<file path="config.mk">
export PLATFORM = sky130hd
export DESIGN_NAME = ula_multiciclo
export DESIGN_NICKNAME = d
export VERILOG_FILES = /design/src/rtl/ula_multiciclo_pkg.sv /design/src/rtl/ula_multiciclo_comb.sv /design/src/rtl/ula_multiciclo.sv
export SDC_FILE = /design/constraint.sdc
export NUM_CORES = 1
export LEC_CHECK = 0
export BUFFER_PORTS_ARGS = -buffer_cell sky130_fd_sc_hd__buf_2
export CAP_MARGIN = 20
export CORE_ASPECT_RATIO = 0.7
export CORE_MARGIN = 4
export CORE_UTILIZATION = 30
export CTS_CLUSTER_SIZE = 20
export DETAILED_ROUTE_END_ITERATION = 10
export PLACE_DENSITY = 0.58
export SYNTH_ARGS = -nofsm -noshare
export SYNTH_HDL_FRONTEND = slang
export SYNTH_HIERARCHICAL = 1
export SYNTH_SLANG_ARGS = --single-unit
</file>
<file path="constraint.sdc">
create_clock -name clk -period 3.1 [get_ports clk]
set_clock_uncertainty 0.15 [all_clocks]
set_input_delay 0.31 -clock clk [delete_from_list [all_inputs] [get_ports clk]]
set_output_delay 0.31 -clock clk [all_outputs]
set_load 0.05 [all_outputs]
</file>
<file path="src/rtl/ula_multiciclo_pkg.sv">
// ula_pkg: shared definitions for the multi-cycle ALU.
//   - 4-bit operation codes (1100..1111 are unassigned)
//   - FSM state encoding (IDLE, RUN, DONE)
//   - is_multicycle(): ops that may iterate (shifts, MUL)
package ula_pkg;

  localparam logic [3:0] OP_ADD  = 4'b0000;
  localparam logic [3:0] OP_PASS = 4'b0001;
  localparam logic [3:0] OP_SUB  = 4'b0010;
  localparam logic [3:0] OP_AND  = 4'b0011;
  localparam logic [3:0] OP_OR   = 4'b0100;
  localparam logic [3:0] OP_XOR  = 4'b0101;
  localparam logic [3:0] OP_CMP  = 4'b0110;
  localparam logic [3:0] OP_SLT  = 4'b0111;
  localparam logic [3:0] OP_SLL  = 4'b1000;
  localparam logic [3:0] OP_SRL  = 4'b1001;
  localparam logic [3:0] OP_SRA  = 4'b1010;
  localparam logic [3:0] OP_MUL  = 4'b1011;

  typedef logic [1:0] state_t;
  localparam state_t ST_IDLE = 2'b00;
  localparam state_t ST_RUN  = 2'b01;
  localparam state_t ST_DONE = 2'b10;

  // Shifts only iterate when the shift amount is non-zero; MUL always does.
  function automatic logic is_multicycle(input logic [3:0] op);
    return (op == OP_SLL) || (op == OP_SRL) || (op == OP_SRA) || (op == OP_MUL);
  endfunction

endpackage

</file>
<file path="src/rtl/ula_multiciclo_comb.sv">
// ula_comb: combinational single-cycle ALU operations and their flags.
//   op    : operation code
//   a, b  : operands
//   res   : result (shift ops return a, i.e. the shift-by-zero result)
//   zero, carry, negative, overflow : flags for res
//   illegal : op code is unassigned (res and flags forced to 0)
module ula_comb
  import ula_pkg::*;
#(
  parameter int WIDTH = 8
) (
  input  logic [3:0]       op,
  input  logic [WIDTH-1:0] a,
  input  logic [WIDTH-1:0] b,
  output logic [WIDTH-1:0] res,
  output logic             zero,
  output logic             carry,
  output logic             negative,
  output logic             overflow,
  output logic             illegal
);

  logic [WIDTH:0] sum_ext;
  logic [WIDTH:0] dif_ext;

  assign sum_ext = {1'b0, a} + {1'b0, b};
  // dif_ext[WIDTH] is the borrow, so its inverse means a >= b unsigned.
  assign dif_ext = {1'b0, a} - {1'b0, b};

  always_comb begin
    res      = '0;
    carry    = 1'b0;
    overflow = 1'b0;
    illegal  = 1'b0;
    case (op)
      OP_ADD: begin
        res      = sum_ext[WIDTH-1:0];
        carry    = sum_ext[WIDTH];
        overflow = (a[WIDTH-1] == b[WIDTH-1]) && (sum_ext[WIDTH-1] != a[WIDTH-1]);
      end
      OP_PASS: res = b;
      OP_SUB, OP_CMP: begin
        res      = dif_ext[WIDTH-1:0];
        carry    = ~dif_ext[WIDTH];
        overflow = (a[WIDTH-1] != b[WIDTH-1]) && (dif_ext[WIDTH-1] != a[WIDTH-1]);
      end
      OP_AND: res = a & b;
      OP_OR:  res = a | b;
      OP_XOR: res = a ^ b;
      OP_SLT: res[0] = ($signed(a) < $signed(b));
      OP_SLL, OP_SRL, OP_SRA: res = a;
      OP_MUL: res = '0;
      default: illegal = 1'b1;
    endcase
    zero     = ~illegal && (res == '0);
    negative = res[WIDTH-1];
  end

endmodule

</file>
<file path="src/rtl/ula_multiciclo.sv">
// ula_multiciclo: parametrised multi-cycle ALU with start/done handshake.
//   clk, rst_n     : clock, asynchronous active-low reset
//   start, ULAOp   : request and op code, accepted when ready=1
//   Dado1, Dado2   : operands A and B (shift amount = Dado2[SHW-1:0])
//   ready          : combinational, low only while iterating
//   busy           : registered, high while iterating
//   done           : one-cycle completion pulse
//   Resultado, zero, carry, negative, overflow, illegal : registered,
//                    updated only at completion
module ula_multiciclo
  import ula_pkg::*;
#(
  parameter int WIDTH = 8,
  parameter int SHW   = $clog2(WIDTH)
) (
  input  logic             clk,
  input  logic             rst_n,
  input  logic             start,
  input  logic [3:0]       ULAOp,
  input  logic [WIDTH-1:0] Dado1,
  input  logic [WIDTH-1:0] Dado2,
  output logic             ready,
  output logic             busy,
  output logic             done,
  output logic [WIDTH-1:0] Resultado,
  output logic             zero,
  output logic             carry,
  output logic             negative,
  output logic             overflow,
  output logic             illegal
);

  state_t             state_q, state_d;
  logic [SHW:0]       cnt_q, cnt_d;
  logic [3:0]         op_q, op_d;
  logic [WIDTH-1:0]   a_q, a_d;
  logic [2*WIDTH-1:0] prod_q, prod_d;
  logic [WIDTH-1:0]   res_q, res_d;
  logic               zero_q, zero_d, carry_q, carry_d, neg_q, neg_d;
  logic               ovf_q, ovf_d, ill_q, ill_d, done_q, done_d, busy_q, busy_d;

  logic [WIDTH-1:0]   c_res;
  logic               c_zero, c_carry, c_neg, c_ovf, c_ill;
  logic               accept;
  logic [SHW-1:0]     shamt;
  logic [WIDTH-1:0]   step_a;
  logic               step_c;
  logic [WIDTH:0]     mul_sum;
  logic [2*WIDTH-1:0] step_prod;
  logic [WIDTH-1:0]   fin_res;
  logic               fin_c;

  ula_comb #(.WIDTH(WIDTH)) u_comb (
    .op       (ULAOp),
    .a        (Dado1),
    .b        (Dado2),
    .res      (c_res),
    .zero     (c_zero),
    .carry    (c_carry),
    .negative (c_neg),
    .overflow (c_ovf),
    .illegal  (c_ill)
  );

  assign ready  = (state_q != ST_RUN);
  assign accept = start && ready;
  assign shamt  = Dado2[SHW-1:0];

  // One iteration: 1-bit shift of a_q, or one shift-add step of the
  // multiplier. prod_q holds {partial sum, remaining multiplier bits};
  // the addend is selected by the multiplier LSB and the whole thing
  // shifts right, so after WIDTH steps prod_q is the full product.
  always_comb begin
    step_a = a_q;
    step_c = 1'b0;
    case (op_q)
      OP_SLL: begin step_a = {a_q[WIDTH-2:0], 1'b0};     step_c = a_q[WIDTH-1]; end
      OP_SRL: begin step_a = {1'b0, a_q[WIDTH-1:1]};     step_c = a_q[0];       end
      OP_SRA: begin step_a = {a_q[WIDTH-1], a_q[WIDTH-1:1]}; step_c = a_q[0];   end
      default: ;
    endcase
    mul_sum   = {1'b0, prod_q[2*WIDTH-1:WIDTH]} + (prod_q[0] ? {1'b0, a_q} : '0);
    step_prod = {mul_sum, prod_q[WIDTH-1:1]};
  end

  always_comb begin
    state_d = state_q;
    cnt_d   = cnt_q;
    op_d    = op_q;
    a_d     = a_q;
    prod_d  = prod_q;
    res_d   = res_q;
    zero_d  = zero_q;
    carry_d = carry_q;
    neg_d   = neg_q;
    ovf_d   = ovf_q;
    ill_d   = ill_q;
    done_d  = 1'b0;
    fin_res = '0;
    fin_c   = 1'b0;
    if (state_q == ST_RUN) begin
      a_d    = step_a;
      prod_d = step_prod;
      cnt_d  = cnt_q - 1'b1;
      if (cnt_q == 'd1) begin
        if (op_q == OP_MUL) begin
          fin_res = step_prod[WIDTH-1:0];
          fin_c   = |step_prod[2*WIDTH-1:WIDTH];
        end else begin
          fin_res = step_a;
          fin_c   = step_c;
        end
        state_d = ST_DONE;
        done_d  = 1'b1;
        res_d   = fin_res;
        zero_d  = (fin_res == '0);
        carry_d = fin_c;
        neg_d   = fin_res[WIDTH-1];
        ovf_d   = 1'b0;
        ill_d   = 1'b0;
      end
    end else begin
      state_d = ST_IDLE;
      if (accept) begin
        op_d   = ULAOp;
        a_d    = Dado1;
        prod_d = {{WIDTH{1'b0}}, Dado2};
        if (is_multicycle(ULAOp) && ((ULAOp == OP_MUL) || (shamt != '0))) begin
          state_d = ST_RUN;
          cnt_d   = (ULAOp == OP_MUL) ? (SHW+1)'(WIDTH) : {1'b0, shamt};
        end else begin
          state_d = ST_DONE;
          done_d  = 1'b1;
          res_d   = c_res;
          zero_d  = c_zero;
          carry_d = c_carry;
          neg_d   = c_neg;
          ovf_d   = c_ovf;
          ill_d   = c_ill;
        end
      end
    end
    busy_d = (state_d == ST_RUN);
  end

  always_ff @(posedge clk or negedge rst_n) begin
    if (!rst_n) begin
      state_q <= ST_IDLE;
      cnt_q   <= '0;
      res_q   <= '0;
      zero_q  <= 1'b0;
      carry_q <= 1'b0;
      neg_q   <= 1'b0;
      ovf_q   <= 1'b0;
      ill_q   <= 1'b0;
      done_q  <= 1'b0;
      busy_q  <= 1'b0;
    end else begin
      state_q <= state_d;
      cnt_q   <= cnt_d;
      res_q   <= res_d;
      zero_q  <= zero_d;
      carry_q <= carry_d;
      neg_q   <= neg_d;
      ovf_q   <= ovf_d;
      ill_q   <= ill_d;
      done_q  <= done_d;
      busy_q  <= busy_d;
    end
  end

  // Operand, op and product registers carry data only and are always
  // reloaded at accept, so they need no reset.
  always_ff @(posedge clk) begin
    op_q   <= op_d;
    a_q    <= a_d;
    prod_q <= prod_d;
  end

  assign Resultado = res_q;
  assign zero      = zero_q;
  assign carry     = carry_q;
  assign negative  = neg_q;
  assign overflow  = ovf_q;
  assign illegal   = ill_q;
  assign done      = done_q;
  assign busy      = busy_q;

endmodule

</file>
==> qor.txt <==
status -> completed
fin area -> 0.00524 mm^2
cell mode on critical path -> nor4_2
Tot GR Track Use -> 0.170
Async SR Flop Fraction -> 0.429
Std-Cell Rows -> 36
cell taking the most area after synthesis -> edfxtp_1
CP Class -> in -> reg
Vias -> 4416
root buffer cell -> clkbuf_16
Max-slew headroom -> 0.546
Setup TNS -> 0 ns
static leakage -> 2.23 nW
CTS buffer count -> 5
worst-skew pair later-pin latency -> 0.29 ns
diode count -> 0
postcts setup bufs -> 0
CTS tree -> built
clk sinks -> 49
number of port buffers -> 38
count leader, synth -> nand2_1
GPL Wtd Cong -> 0.930
sequential fraction of the synthesis area -> 0.308
Initial DRT Pass Iterations -> 5
worst path required time -> 3.17 ns
Post-synth top flop -> edfxtp_1
nets -> 644
DR iter-0 viols -> 433
Core ar. -> 0.0142 mm^2
fin crit share -> 0.963
worst-margin pin slew -> 0.682 ns
Initial Util -> 0.312
Synth Cell Area -> 0.00443 mm^2
Die W -> 153 um
crit start category -> input pin
worst path cell trace -> buf_2 > inv_1 > ha_1 > fa_1 > xor2_1 > a22o_1 > a2111o_1 > nor4_2 > or4b_1 > nor4_2 > nand2_1 > o41a_1 > o21ai_2
final setup vio count -> 0
crit-path max cell delay -> 0.50 ns
fin crit period -> 2.99 ns
Ys Warns -> 6
layout cell share with drive strength beyond 1 -> 0.193
WP buf/inv -> 2
CP Capture Type -> flip-flop
ranking of synthesized cells by area -> edfxtp_1 (19%), dfrtp_1 (12%), ha_1 (9.6%), nand2_1 (5.3%), nor2_1 (3.7%)
grt ovf -> 0
post-route ant nets -> 0
Synth Instances -> 525
RSZ-0062 raised after global routing -> false
largest net degree at the start of global routing -> 39
#FFs+latches synth -> 49
final wirelength -> 14.4 mm
Worst-path clk slew -> 0.07 ns
chip height -> 110 um
initial antenna violation count -> 0
top-level I/O count -> 39
number of synthesized flops with an enable pin -> 28
Slew Viols, Final -> 0
max_cap viols -> 0
Routed WL per cell -> 18.6 um
worst path arrival time -> 3.06 ns
Crit Path Max Fanout -> 3
Design Power -> 0.00263 W
Yosys top cell area share -> 0.190
Max Fclk -> 335 MHz
Hold Path Class -> in -> reg
DP Area -> 0.00504 mm^2
PwrDens -> 501 mW/mm^2
vias per cell -> 5.70
count of final hold-check violations -> 0
most frequent cells after synthesis -> nand2_1 (62), nor2_1 (44), ha_1 (34), inv_1 (30), edfxtp_1 (28)
Clock Tree Buf Depth -> 2
post-synth cell types -> 82
vias in the first global route -> 4109
DRC violations left -> 0
mean post-synth cell area -> 8.44 um^2
Area Growth Syn to Fin -> 18.3%
Die ar. -> 0.0168 mm^2
syn_nets -> 585
HPWL Detailed -> 11.2 mm
delay-heaviest family, CP -> simple AND/OR/NAND/NOR gates
Worst VDD drop -> 0.279 mV
first-pass GRT wire length -> 22.7 mm
H-tree depth -> 2
slowest CP cell -> or4b_1
## layer usage
layer / global-route usage / wire length [um] / share of wire
met1: 0.271 / 7340 / 0.51
met5: 0 / 0 / 0
met3: 0.0413 / 1470 / 0.10
met2: 0.229 / 5500 / 0.38
met4: 0.0248 / 101 / 0.0070
## sequential cells by signal (all words and copies together) (netlist names), 2 cells and up
register and flops:
Resultado 8, a_q 8, cnt_q 4, op_q 4
prod_q 16, state_q 2
## final timing paths
kind	from	to	slack, ns	cells past startpoint
setup reg to reg	a_q[0]$_DFFE_PP_	carry$_DFFE_PN0P_	0.27	9
hold / removal	Dado2[4]	prod_q[4]$_DFFE_PP_	0.21	3
min in group asynchronous	rst_n	Resultado[4]$_DFFE_PN0P_	0.39	2
max in group asynchronous	rst_n	illegal$_DFFE_PN0P_	2.04	2
setup / recovery	Dado1[0]	zero$_DFFE_PN0P_	0.11	13
hold reg to reg	negative$_DFFE_PN0P_	negative$_DFFE_PN0P_	0.34	2
## where the power goes
part           internal [W]  switching [W]  leakage, nW
clock network      0.000403       0.000243       0.0831
registers          0.000820      0.0000809        0.547
logic              0.000374       0.000707         1.60
## cells in the final DEF, fill, tap and decap left out, types with 6 or more instances in the layout
master,n
o21ai_1,15
buf_2,38
o211ai_1,9
nand2_1,62
nor3_1,8
a21o_1,7
a31oi_1,10
a21oi_1,20
ha_1,34
o21ai_0,27
nor2b_1,10
and2_1,15
nand3_1,8
xnor2_1,7
dfrtp_1,21
edfxtp_1,28
o31ai_1,6
nor3b_1,8
nor2_1,44
a22oi_1,6
buf_4,43
inv_1,30
## metrics by stage
stage                     utilization  hold WS (ns)  cells  worst slack, ns
after floorplan                     -        -0.136    525            0.214
after global routing            0.370         0.225    775          0.00240
after CTS                       0.369         0.204    775           0.0708
final                           0.370         0.215    775            0.114
after global placement          0.355         0.164    766           -0.215
after detailed placement        0.355         0.171    766           -0.310
## logic make-up (layout without fill, tap and decap cells)
| logic type | Yosys count | after routing | share of synthesized area |
|---|---|---|---|
| AND/OR/NAND/NOR | 201 | 201 | 0.234 |
| flip-flops | 49 | 49 | 0.308 |
| XOR/XNOR | 10 | 10 | 0.0215 |
| buffers and inverters | 63 | 123 | 0.0647 |
| AO/OA/AOI/OAI | 162 | 162 | 0.255 |
| multiplexers | 3 | 3 | 0.00706 |
| adder cells (fa/ha/maj) | 37 | 37 | 0.110 |
## tightest hold or removal path, cell delays in order
cell     delay [ns]
buf_2          0.13
nand2_1        0.06
nand2_1        0.06
## repair_timing
item	CTS	global route
pin swaps	0	1
endpoints found under the hold margin	21	0
endpoints found under the setup margin	1	2
cloned	0	0
hold buffers	1	0
resized for setup	1	1
## cell type report
cell class,count,area (um^2)
Inverter,32,120
Timing Repair Buffer,83,543
Clock buffer,6,139
Multi-Input combinational cell,413,2800
Fill cell,1461,8940
Clock inverter,2,37.5
Tap cell,190,238
Sequential cell,49,1370
(Power assumes the default switching activity.)
